## src/rtl/bcd_cascade_counter_if.sv

```systemverilog
// Control/status bundle for bcd_cascade_counter.
//   master: drives clr, load, load_val, ena, up; observes q, tc, ovf
//   slave : the counter itself
// DIGITS must match the counter instance; load_val and q carry digit i
// at bits [4i+3:4i].
interface bcd_cascade_counter_if #(
  parameter int DIGITS = 3
);
  logic                  clr;
  logic                  load;
  logic [4*DIGITS-1:0]   load_val;
  logic                  ena;
  logic                  up;
  logic [4*DIGITS-1:0]   q;
  logic                  tc;
  logic                  ovf;

  modport master (output clr, load, load_val, ena, up,
                  input  q, tc, ovf);
  modport slave  (input  clr, load, load_val, ena, up,
                  output q, tc, ovf);
endinterface

```

## src/rtl/bcd_cascade_counter.sv

```systemverilog
// Multi-digit modulo-RADIX up/down counter with synchronous ripple carry.
//   clk, reset_n : clock, asynchronous active-low reset (q=0, ovf=0)
//   bus (slave)  : clr > load > ena > hold; up selects direction;
//                  q = digits, tc = combinational terminal count,
//                  ovf = registered one-cycle wrap pulse.
// Build option BCD_CASCADE_SAT_EN: saturate instead of wrapping; ovf
// pulses only on the first saturating attempt (sticky flag).

// One digit: register plus its own step/load logic.
module bcd_cascade_digit #(
  parameter int RADIX = 10
) (
  input  logic       clk,
  input  logic       reset_n,
  input  logic       clr,
  input  logic       load,
  input  logic [3:0] ld_val,
  input  logic       step,
  input  logic       up,
  output logic [3:0] d,
  output logic       at_max,
  output logic       at_zero
);
  localparam logic [4:0] RAD  = 5'(RADIX);
  localparam logic [3:0] DMAX = 4'(RADIX - 1);

  logic [3:0] d_step;

  // Out-of-range digits recover to 0 on any step, in either direction.
  always_comb begin
    d_step = d;
    if ({1'b0, d} >= RAD) d_step = '0;
    else if (up)          d_step = (d == DMAX)  ? 4'd0 : d + 4'd1;
    else                  d_step = (d == 4'd0)  ? DMAX : d - 4'd1;
  end

  assign at_max  = (d == DMAX);
  assign at_zero = (d == 4'd0);

  always_ff @(posedge clk or negedge reset_n) begin
    if (!reset_n)  d <= '0;
    else if (clr)  d <= '0;
    else if (load) d <= ({1'b0, ld_val} >= RAD) ? 4'd0 : ld_val;
    else if (step) d <= d_step;
  end
endmodule

module bcd_cascade_counter #(
  parameter int DIGITS = 3,
  parameter int RADIX  = 10
) (
  input logic                   clk,
  input logic                   reset_n,
  bcd_cascade_counter_if.slave  bus
);
  logic [DIGITS-1:0][3:0] dig;
  logic [DIGITS-1:0]      at_max, at_zero;
  logic [DIGITS:0]        chain;   // chain[i]: all digits below i at their limit
  logic                   tc, hold, ovf_q;

  assign chain[0] = 1'b1;

  generate
    for (genvar i = 0; i < DIGITS; i++) begin : g_dig
      assign chain[i+1] = chain[i] & (bus.up ? at_max[i] : at_zero[i]);
      bcd_cascade_digit #(.RADIX(RADIX)) u_dig (
        .clk     (clk),
        .reset_n (reset_n),
        .clr     (bus.clr),
        .load    (bus.load),
        .ld_val  (bus.load_val[4*i +: 4]),
        .step    (bus.ena & chain[i] & ~hold),
        .up      (bus.up),
        .d       (dig[i]),
        .at_max  (at_max[i]),
        .at_zero (at_zero[i])
      );
    end
  endgenerate

  // chain[DIGITS] is "every digit at the limit for this direction".
  assign tc = bus.ena & chain[DIGITS];

`ifdef BCD_CASCADE_SAT_EN
  logic sat_q;

  // At the limit the whole counter freezes instead of wrapping.
  assign hold = tc;

  always_ff @(posedge clk or negedge reset_n) begin
    if (!reset_n) begin
      sat_q <= 1'b0;
      ovf_q <= 1'b0;
    end else if (bus.clr || bus.load) begin
      sat_q <= 1'b0;
      ovf_q <= 1'b0;
    end else begin
      ovf_q <= tc & ~sat_q;
      // A real step (ena without tc) means we left the limit.
      if (tc)           sat_q <= 1'b1;
      else if (bus.ena) sat_q <= 1'b0;
    end
  end
`else
  assign hold = 1'b0;

  always_ff @(posedge clk or negedge reset_n) begin
    if (!reset_n) ovf_q <= 1'b0;
    else          ovf_q <= tc & ~bus.clr & ~bus.load;
  end
`endif

  assign bus.q   = dig;
  assign bus.tc  = tc;
  assign bus.ovf = ovf_q;
endmodule

```

## src/flat_wrapper.sv

```systemverilog
// flat-port wrapper written by rule: the top's interface ports become plain ports
module bcd_cascade_counter_flat 
#(
  parameter int DIGITS = 3,
  parameter int RADIX  = 10
)
  (clk, reset_n, bus_clr, bus_load, bus_load_val, bus_ena, bus_up, bus_q, bus_tc, bus_ovf);
  bcd_cascade_counter_if #(.DIGITS(DIGITS)) bus_i ();
  input logic clk;
  input logic reset_n;
  input wire logic [$bits(bus_i.clr)-1:0] bus_clr;
  input wire logic [$bits(bus_i.load)-1:0] bus_load;
  input wire logic [$bits(bus_i.load_val)-1:0] bus_load_val;
  input wire logic [$bits(bus_i.ena)-1:0] bus_ena;
  input wire logic [$bits(bus_i.up)-1:0] bus_up;
  output wire logic [$bits(bus_i.q)-1:0] bus_q;
  output wire logic [$bits(bus_i.tc)-1:0] bus_tc;
  output wire logic [$bits(bus_i.ovf)-1:0] bus_ovf;
  assign bus_i.clr = bus_clr;
  assign bus_i.load = bus_load;
  assign bus_i.load_val = bus_load_val;
  assign bus_i.ena = bus_ena;
  assign bus_i.up = bus_up;
  assign bus_q = bus_i.q;
  assign bus_tc = bus_i.tc;
  assign bus_ovf = bus_i.ovf;
  bcd_cascade_counter #(.DIGITS(DIGITS), .RADIX(RADIX)) u_core (.clk(clk), .reset_n(reset_n), .bus(bus_i));
endmodule
```

## config.mk

```make
export PLATFORM = sky130hd
export DESIGN_NAME = bcd_cascade_counter_flat
export DESIGN_NICKNAME = d
export VERILOG_FILES = /design/src/rtl/bcd_cascade_counter_if.sv /design/src/rtl/bcd_cascade_counter.sv /design/src/flat_wrapper.sv
export SDC_FILE = /design/constraint.sdc
export NUM_CORES = 1
export LEC_CHECK = 0
export ABC_AREA = 0
export BUFFER_PORTS_ARGS = -buffer_cell sky130_fd_sc_hd__buf_2
export CAP_MARGIN = 20
export CELL_PAD_IN_SITES_DETAIL_PLACEMENT = 1
export CELL_PAD_IN_SITES_GLOBAL_PLACEMENT = 2
export CORE_MARGIN = 8
export CORE_UTILIZATION = 30
export DETAILED_ROUTE_END_ITERATION = 8
export PLACE_DENSITY = 0.87
export SLEW_MARGIN = 30
export SYNTH_ARGS = -nofsm -noshare
export SYNTH_HDL_FRONTEND = slang
export SYNTH_SLANG_ARGS = --single-unit
```

## constraint.sdc

```tcl
create_clock -name clk -period 2.2 [get_ports clk]
set_input_delay 0.33 -clock clk [delete_from_list [all_inputs] [get_ports clk]]
set_output_delay 0.33 -clock clk [all_outputs]
set_load 0.05 [all_outputs]
```

==> out/qor.csv, run 1 <==
stage,metric,value,unit
run_status,status,"complete, no violations",
power_and_ir_drop,clockPowerShare,0.271,
global_routing,grt_pass1_wl,6950,µm
yosys,netlist_instances,169,
hold_path,hold_end,u_core.g_dig[1].u_dig.d[0],
drt,drc,0,
yosys,synth_edf_count,0,
power_and_ir_drop,p_leak,0.705,nW
floorplanning,rows,24,
yosys,synth_top_family_by_area,simple AND/OR/NAND/NOR gates,
yosys,async_reset_ff_frac,1.00,
placement,dpl.hpwl,3210,µm
setup_path,cp.required,1.87,ns
final_layout,final_cell_area,1690,µm²
setup_path,setup.worst_path.class,flop to output port,
setup_path,rr_startpoint,u_core.g_dig[0].u_dig.d[0],
global_routing,grt_remaining_overflow,0,
cts,clk_latency,0.24,ns
cts,cts_sinks,13,
timing,hold_viol,0,
cts,cts_htree_levels,1,
yosys,synth_top_area_share,0.243,
yosys,ys_ff_latch,13,
hold_path,holdPathStages,3,
drt,wl_per_cell,16.8,µm
hold_path,min_from,bus_load_val[4],
placement,placed_area,1610,µm²
placement,dp_slack,0.0875,ns
timing,fin_crit_sh,0.991,
yosys,synthSimpleGateAreaFrac,0.328,
power_and_ir_drop,total_power,0.000802,W
timing,worst_pin_slew,0.544,ns
cts,cts_buffer_depth,2,
yosys,synth_nets,192,
yosys,avgSynthCellArea,7.91,µm²
power_and_ir_drop,vdd_ir_drop_max,0.000231,V
setup_path,worstSetupEndpointType,output port,
global_routing,grt-busiest-layer,met2,
global_routing,antenna_found_initial,0,
final_layout,diodes,0,
drt,drt_iter0_markers,112,
power_and_ir_drop,sw_frac_of_total,0.376,
final_layout,area_delta_synth_final,26.2,%
yosys,synth_most_common_cell,nor2_1,
floorplanning,start_util,0.309,
timing,slew_violations,0,
floorplanning,coreArea,4320,µm²
setup_path,reg2reg_to,u_core.g_dig[2].u_dig.d[3],
global_routing,use_met3,0.0313,
cts,cts_tree,yes,
power_and_ir_drop,switching_power,0.000301,W
floorplanning,dieArea,6850,µm²
yosys,synth_compound_area_frac,0.278,
setup_path,r2r_setup_slack,0.15,ns
placement,portBuffers,31,
power_and_ir_drop,power.density,475,nW/µm²
cts,cts_made_buffers,3,
floorplanning,ioPinCount,32,
final_layout,multi_input_area,943,µm²
setup_path,ff2ff_path_depth,8,
yosys,synth_area,1340,µm²
timing,slew_headroom,0.636,
final_layout,drive_above_1_share,0.319,
yosys,synthTopCellsByArea,"dfrtp_1 (24%), nand3_1 (5.6%), o21ai_0 (4.9%)",
drt,routed_via_density,5.45,
yosys,yosys_warnings,0,
drt,first_pass_iters,6,
yosys,ys_types,50,
cts,clk_pin_slew,0.06,ns
setup_path,critPathLaunchType,flop,
global_routing,met1_usage,0.183,
floorplanning,die_h,82.8,µm
run,cap_violations,0,
timing,fin_crit,2.18,ns
timing,max_freq,459,MHz
drt,ant_nets,0,
yosys,synth.area.mux_share,0,
yosys,yosysTopAreaCell,dfrtp_1,
timing,finalWorstSetupSlack,0.0196,ns
timing,fin_skew,0.00263,ns
global_routing,grt_pass1_vias,1390,
placement,gp_congestion,0.805,
setup_path,arrival,1.85,ns
power_and_ir_drop,combPwrFrac,0.384,
global_routing,grt_use_total,0.129,
cts,cts-root-buf,clkbuf_8,
yosys,ys.flop_type,dfrtp_1,
yosys,synth-seq-area-share,0.243,
yosys,yosys.area_share.adder,0.0468,
timing,setup_viol,0,
global_routing,grt_max_degree,16,
yosys,synth_xor_area_frac,0.0262,
final_layout,layout.nets,228,
drt,drt_wl_total,4310,µm
drt,dr_total_vias,1396,
floorplanning,die_w,82.8,µm
power_and_ir_drop,seq_power_share,0.345,
global_routing,met2_usage,0.200,
power_and_ir_drop,p_int,0.000501,W
timing,rsz0062_at_grt,true,
final_layout,regArea,330,µm²
final_layout,nFillCells,542,
hold_path,hold_path.class,primary input to flop,
yosys,synth_common_cells,"nor2_1 (16), nand3_1 (15), dfrtp_1 (13), o21ai_0 (13), nand2_1 (10)",
setup_path,cp_max_fo,4,
timing,setup_tns,0,ns
==> worst max path at each step <==
| stage | cells past startpoint | endpoint | start |
|---|---|---|---|
| 5_1_grt | 7 | bus_tc | u_core.g_dig[0].u_dig.d[0] |
| 6_report | 7 | bus_tc | u_core.g_dig[0].u_dig.d[0] |
| 3_5_place_dp | 7 | bus_tc | u_core.g_dig[0].u_dig.d[0] |
| 4_1_cts | 7 | bus_tc | u_core.g_dig[0].u_dig.d[0] |
| 3_3_place_gp | 7 | bus_tc | u_core.g_dig[0].u_dig.d[0] |
| 2_1_floorplan | 6 | bus_tc | u_core.g_dig[0].u_dig.d[0] |
==> power groups by stage <==
stage	Combinational, W	Sequential, W	Clock [W]
after floorplan	0.000168	0.000324	0
after global placement	0.000299	0.000281	0
after detailed placement	0.000301	0.000282	0
after CTS	0.000310	0.000276	0.000228
after global routing	0.000338	0.000279	0.000242
final	0.000308	0.000276	0.000217
==> routing by layer <==
metal	wire length, µm	up-vias
li1	-	704
met1	2060	657
met2	2010	35
met3	239	0
met4	0	0
met5	0	-
==> metrics by stage <==
step | cells | utilization | hold slack (ns)
final | 256 | 0.390 | 0.318
after global routing | 256 | 0.390 | 0.347
after CTS | 256 | 0.390 | 0.321
after detailed placement | 249 | 0.372 | 0.244
after global placement | 249 | 0.372 | 0.239
after floorplan | 169 | - | 0.0344
==> flip-flops by register name, indices dropped and copies added (netlist names) <==
register	flops
u_core.g_dig.u_dig.d	12
u_core.bus.ovf	1
==> placed cells by master, fill, tap and decap left out, types with 4 or more instances in the layout <==
cell / count
buf_2: 30
nor2_1: 16
nand3_1: 15
buf_4: 14
o21ai_0: 13
dfrtp_1: 11
nand2_1: 10
a21oi_1: 8
a221oi_1: 6
nand2b_1: 5
or3_1: 4
o211ai_1: 4
xnor2_1: 4
==> critical path, stage by stage, from the launching register on <==
cell and delay, ns:
dfrtp_4 0.49, inv_4 0.07, ha_4 0.13, nor3b_4 0.21, o21ai_4 0.09, nor4b_4 0.24, and3_4 0.23, buf_8 0.14
==> area by class of cell <==
class,instances,share of cell area
clock buffers,4,0.0267
inverters,5,0.0141
multi-input cells,136,0.559
flip-flops and latches,13,0.196
well taps,52,0.0385
repair buffers,46,0.166
==> logic make-up (layout without fill, tap and decap cells) <==
logic type	after synthesis	count (layout)
AO/OA/AOI/OAI	53	53
AND/OR/NAND/NOR	74	74
flip-flops	13	13
buffers and inverters	20	55
adder cells (fa/ha/maj)	5	5
XOR/XNOR	4	4
==> what timing repair did <==
item	in CTS	in global routing
buffers inserted	2	0
hold endpoints to repair	13	0
pin swaps	2	1
hold buffers	1	0
setup endpoints to repair	1	1
resized for setup	3	0
No activity file was read; power rests on OpenSTA's default activity.
==> run 2, diff against run 1 <==
--- a/config.mk
+++ b/config.mk
@@ -11,10 +11,11 @@
 export CELL_PAD_IN_SITES_DETAIL_PLACEMENT = 1
 export CELL_PAD_IN_SITES_GLOBAL_PLACEMENT = 2
 export CORE_MARGIN = 8
-export CORE_UTILIZATION = 30
+export CORE_UTILIZATION = 31
 export DETAILED_ROUTE_END_ITERATION = 8
-export PLACE_DENSITY = 0.87
+export PLACE_DENSITY = 0.88
 export SLEW_MARGIN = 30
 export SYNTH_ARGS = -nofsm -noshare
 export SYNTH_HDL_FRONTEND = slang
+export SYNTH_HIERARCHICAL = 1
 export SYNTH_SLANG_ARGS = --single-unit
==> out/qor.csv, run 2 <==
stage,metric,value,unit
yosys,netlist_instances,147,
drt,drt_wl_total,4100,µm
yosys,synth_compound_area_frac,0.327,
global_routing,grt-busiest-layer,met2,
setup_path,worstPathCellList,nor4_4 > and4b_1 > a41oi_2 > nor2_2 > buf_4,
power_and_ir_drop,switching_power,0.000311,W
cts,cts-root-buf,clkbuf_8,
hold_path,hold_path.class,primary input to flop,
timing,hold_viol,0,
placement,dp_slack,0.151,ns
yosys,synth_top_family_by_area,compound AO/OA/AOI/OAI gates,
floorplanning,die_h,80.2,µm
final_layout,finalNonFillerCells,229,
setup_path,path_buf_inv,1,
floorplanning,coreArea,3970,µm²
final_layout,largest_reg_flops,12,
yosys,synthTopCellsByArea,"dfrtp_1 (25%), clkbuf_8 (6.5%), a21oi_1 (4.7%)",
drt,wl_per_cell,17.9,µm
final_layout,area_delta_synth_final,17.6,%
global_routing,grt_max_degree,32,
global_routing,grt_pass1_wl,6460,µm
timing,setup_tns,0,ns
drt,drc,0,
global_routing,met1_usage,0.145,
placement,dp.cells,224,
final_layout,final_common_cell,buf_2,
setup_path,cp.required,1.87,ns
timing,fin_skew,0.00387,ns
yosys,yosys.area_share.adder,0,
yosys,avgSynthCellArea,8.68,µm²
setup_path,slowest_stage,dfrtp_2,
power_and_ir_drop,p_int,0.000491,W
yosys,synth_most_common_cell,dfrtp_1,
yosys,synth-seq-area-share,0.255,
floorplanning,dieArea,6430,µm²
floorplanning,ioPinCount,32,
setup_path,critPathLaunchType,flop,
setup_path,critical_path.top_delay_family,simple AND/OR/NAND/NOR gates,
drt,first_pass_iters,4,
global_routing,grt_use_total,0.126,
power_and_ir_drop,p_leak,0.649,nW
cts,cts_htree_levels,1,
setup_path,cp_max_fo,9,
yosys,synth_edf_count,0,
setup_path,setup.worst_path.class,flop to output port,
power_and_ir_drop,vdd_ir_drop_max,0.000212,V
setup_path,slowest_delay,0.48,ns
power_and_ir_drop,power.density,534,nW/µm²
drt,ant_nets,0,
drt,routed_via_density,5.67,
yosys,synth_common_cells,"dfrtp_1 (13), a21oi_1 (12), nor3_1 (12)",
timing,fin_crit,2.06,ns
final_layout,drive_above_1_share,0.313,
timing,slew_violations,0,
drt,dr_total_vias,1299,
drt,drt_iter0_markers,84,
final_layout,diodes,0,
timing,setup_viol,0,
placement,gp_congestion,0.805,
global_routing,met2_usage,0.222,
yosys,synth_nets,165,
yosys,yosys_warnings,6,
timing,whs,0.365,ns
cts,cts_buffer_depth,2,
final_layout,final_cell_mix,"buf_2 (30), nor3_1 (12), a21oi_1 (12), dfrtp_1 (11), inv_1 (10)",
yosys,synth.area.mux_share,0.0157,
yosys,synth_top_area_share,0.255,
timing,max_freq,485,MHz
timing,worst_pin_slew,0.560,ns
timing,slew_headroom,0.627,
yosys,synth_area,1280,µm²
yosys,synthSimpleGateAreaFrac,0.240,
placement,dpl.hpwl,3010,µm
placement,portBuffers,31,
final_layout,layout.nets,198,
floorplanning,rows,23,
cts,post_cts_buffers,0,
setup_path,worstSetupEndpointType,output port,
power_and_ir_drop,clockPowerShare,0.274,
timing,finalWorstSetupSlack,0.139,ns
floorplanning,die_w,80.2,µm
cts,clk_latency,0.25,ns
global_routing,antenna_found_initial,0,
run_status,status,"complete, no violations",
final_layout,regMostFlops,u_core/g_dig.u_dig/d,
cts,clk_pin_slew,0.06,ns
yosys,ys.flop_type,dfrtp_1,
power_and_ir_drop,combPwrFrac,0.362,
cts,cts_made_buffers,3,
yosys,synth_xor_area_frac,0.0412,
cts,cts_sinks,13,
floorplanning,start_util,0.321,
timing,fin_crit_sh,0.937,
cts,cts_tree,yes,
yosys,yosysTopAreaCell,dfrtp_1,
global_routing,use_met3,0.0268,
yosys,async_reset_ff_frac,1.00,
power_and_ir_drop,seq_power_share,0.365,
power_and_ir_drop,sw_frac_of_total,0.388,
yosys,ys_ff_latch,13,
setup_path,arrival,1.73,ns
global_routing,grt_pass1_vias,1307,
global_routing,grt_remaining_overflow,0,
final_layout,nFillCells,497,
run,cap_violations,0,
final_layout,regArea,328,µm²
yosys,ys_types,32,
final_layout,multi_input_area,823,µm²
run 2: worst reg2reg max path: stages, from the launching register on:
cell and delay [ns]:
dfrtp_1 0.47, nor2_1 0.20, and3_1 0.22, mux2i_1 0.08, nor2b_1 0.32, nor2b_1 0.18, o21ai_0 0.08, a221oi_1 0.29
run 2: metal layers:
layer / part of all wire / routed length [µm]
met5: 0 / 0
met4: 0.013 / 53
met3: 0.036 / 147
met2: 0.52 / 2120
met1: 0.43 / 1780
run 2: final timing paths:
| path | cells past startpoint | slack [ns] | start | to |
|---|---|---|---|---|
| worst max-delay path | 5 | 0.14 | u_core/g_dig[0].u_dig/d[3] | bus_tc |
| worst min-delay path | 3 | 0.37 | bus_load_val[0] | u_core/g_dig[0].u_dig/d[0] |
| worst max register to register | 7 | 0.24 | u_core/g_dig[0].u_dig/d[2] | u_core/g_dig[1].u_dig/d[0] |
| worst min register to register | 3 | 0.66 | u_core/g_dig[1].u_dig/d[2] | u_core/g_dig[1].u_dig/d[3] |
| max in group asynchronous | 2 | 1.40 | reset_n | u_core/g_dig[0].u_dig/d[3] |
| min in group asynchronous | 2 | 0.52 | reset_n | u_core/g_dig[0].u_dig/d[2] |
run 2: power groups by stage:
stage	logic, W	registers (W)	clock network [W]
finish	0.000290	0.000292	0.000219
global route	0.000312	0.000295	0.000244
CTS	0.000287	0.000287	0.000228
detailed placement	0.000283	0.000291	0
global placement	0.000272	0.000289	0
floorplan	0.000160	0.000336	0
run 2: logic make-up (layout without fill, tap and decap cells):
logic type / after synthesis / after routing
xor gates and xnor gates: 6 / 6
AOI/OAI and AO/OA: 58 / 58
DFF: 13 / 13
muxes: 2 / 2
buffers and inverters: 19 / 51
and+or+nand+nor: 49 / 49
run 2: what timing repair did:
action                                  CTS  global route
hold buffers                              1             0
resized for setup                         1             7
pin swaps                                 0             0
endpoints found under the setup margin    1             1
hold endpoints to repair                 13             0
run 2: final cells by class:
| cell class | instances | area share |
|---|---|---|
| Timing Repair Buffer | 37 | 0.137 |
| Tap cell | 50 | 0.0417 |
| Multi-Input combinational cell | 115 | 0.548 |
| Inverter | 10 | 0.0250 |
| Clock buffer | 4 | 0.0300 |
| Sequential cell | 13 | 0.218 |
run 2: through the flow:
| stage | util | total power (W) | area [µm²] |
|---|---|---|---|
| 6_report | 0.378 | 0.000802 | 1500 |
| 5_1_grt | 0.378 | 0.000852 | 1500 |
| 4_1_cts | 0.372 | 0.000803 | 1480 |
| 3_5_place_dp | 0.357 | 0.000574 | 1420 |
| 3_3_place_gp | 0.357 | 0.000561 | 1420 |
| 2_1_floorplan | - | 0.000496 | 1280 |
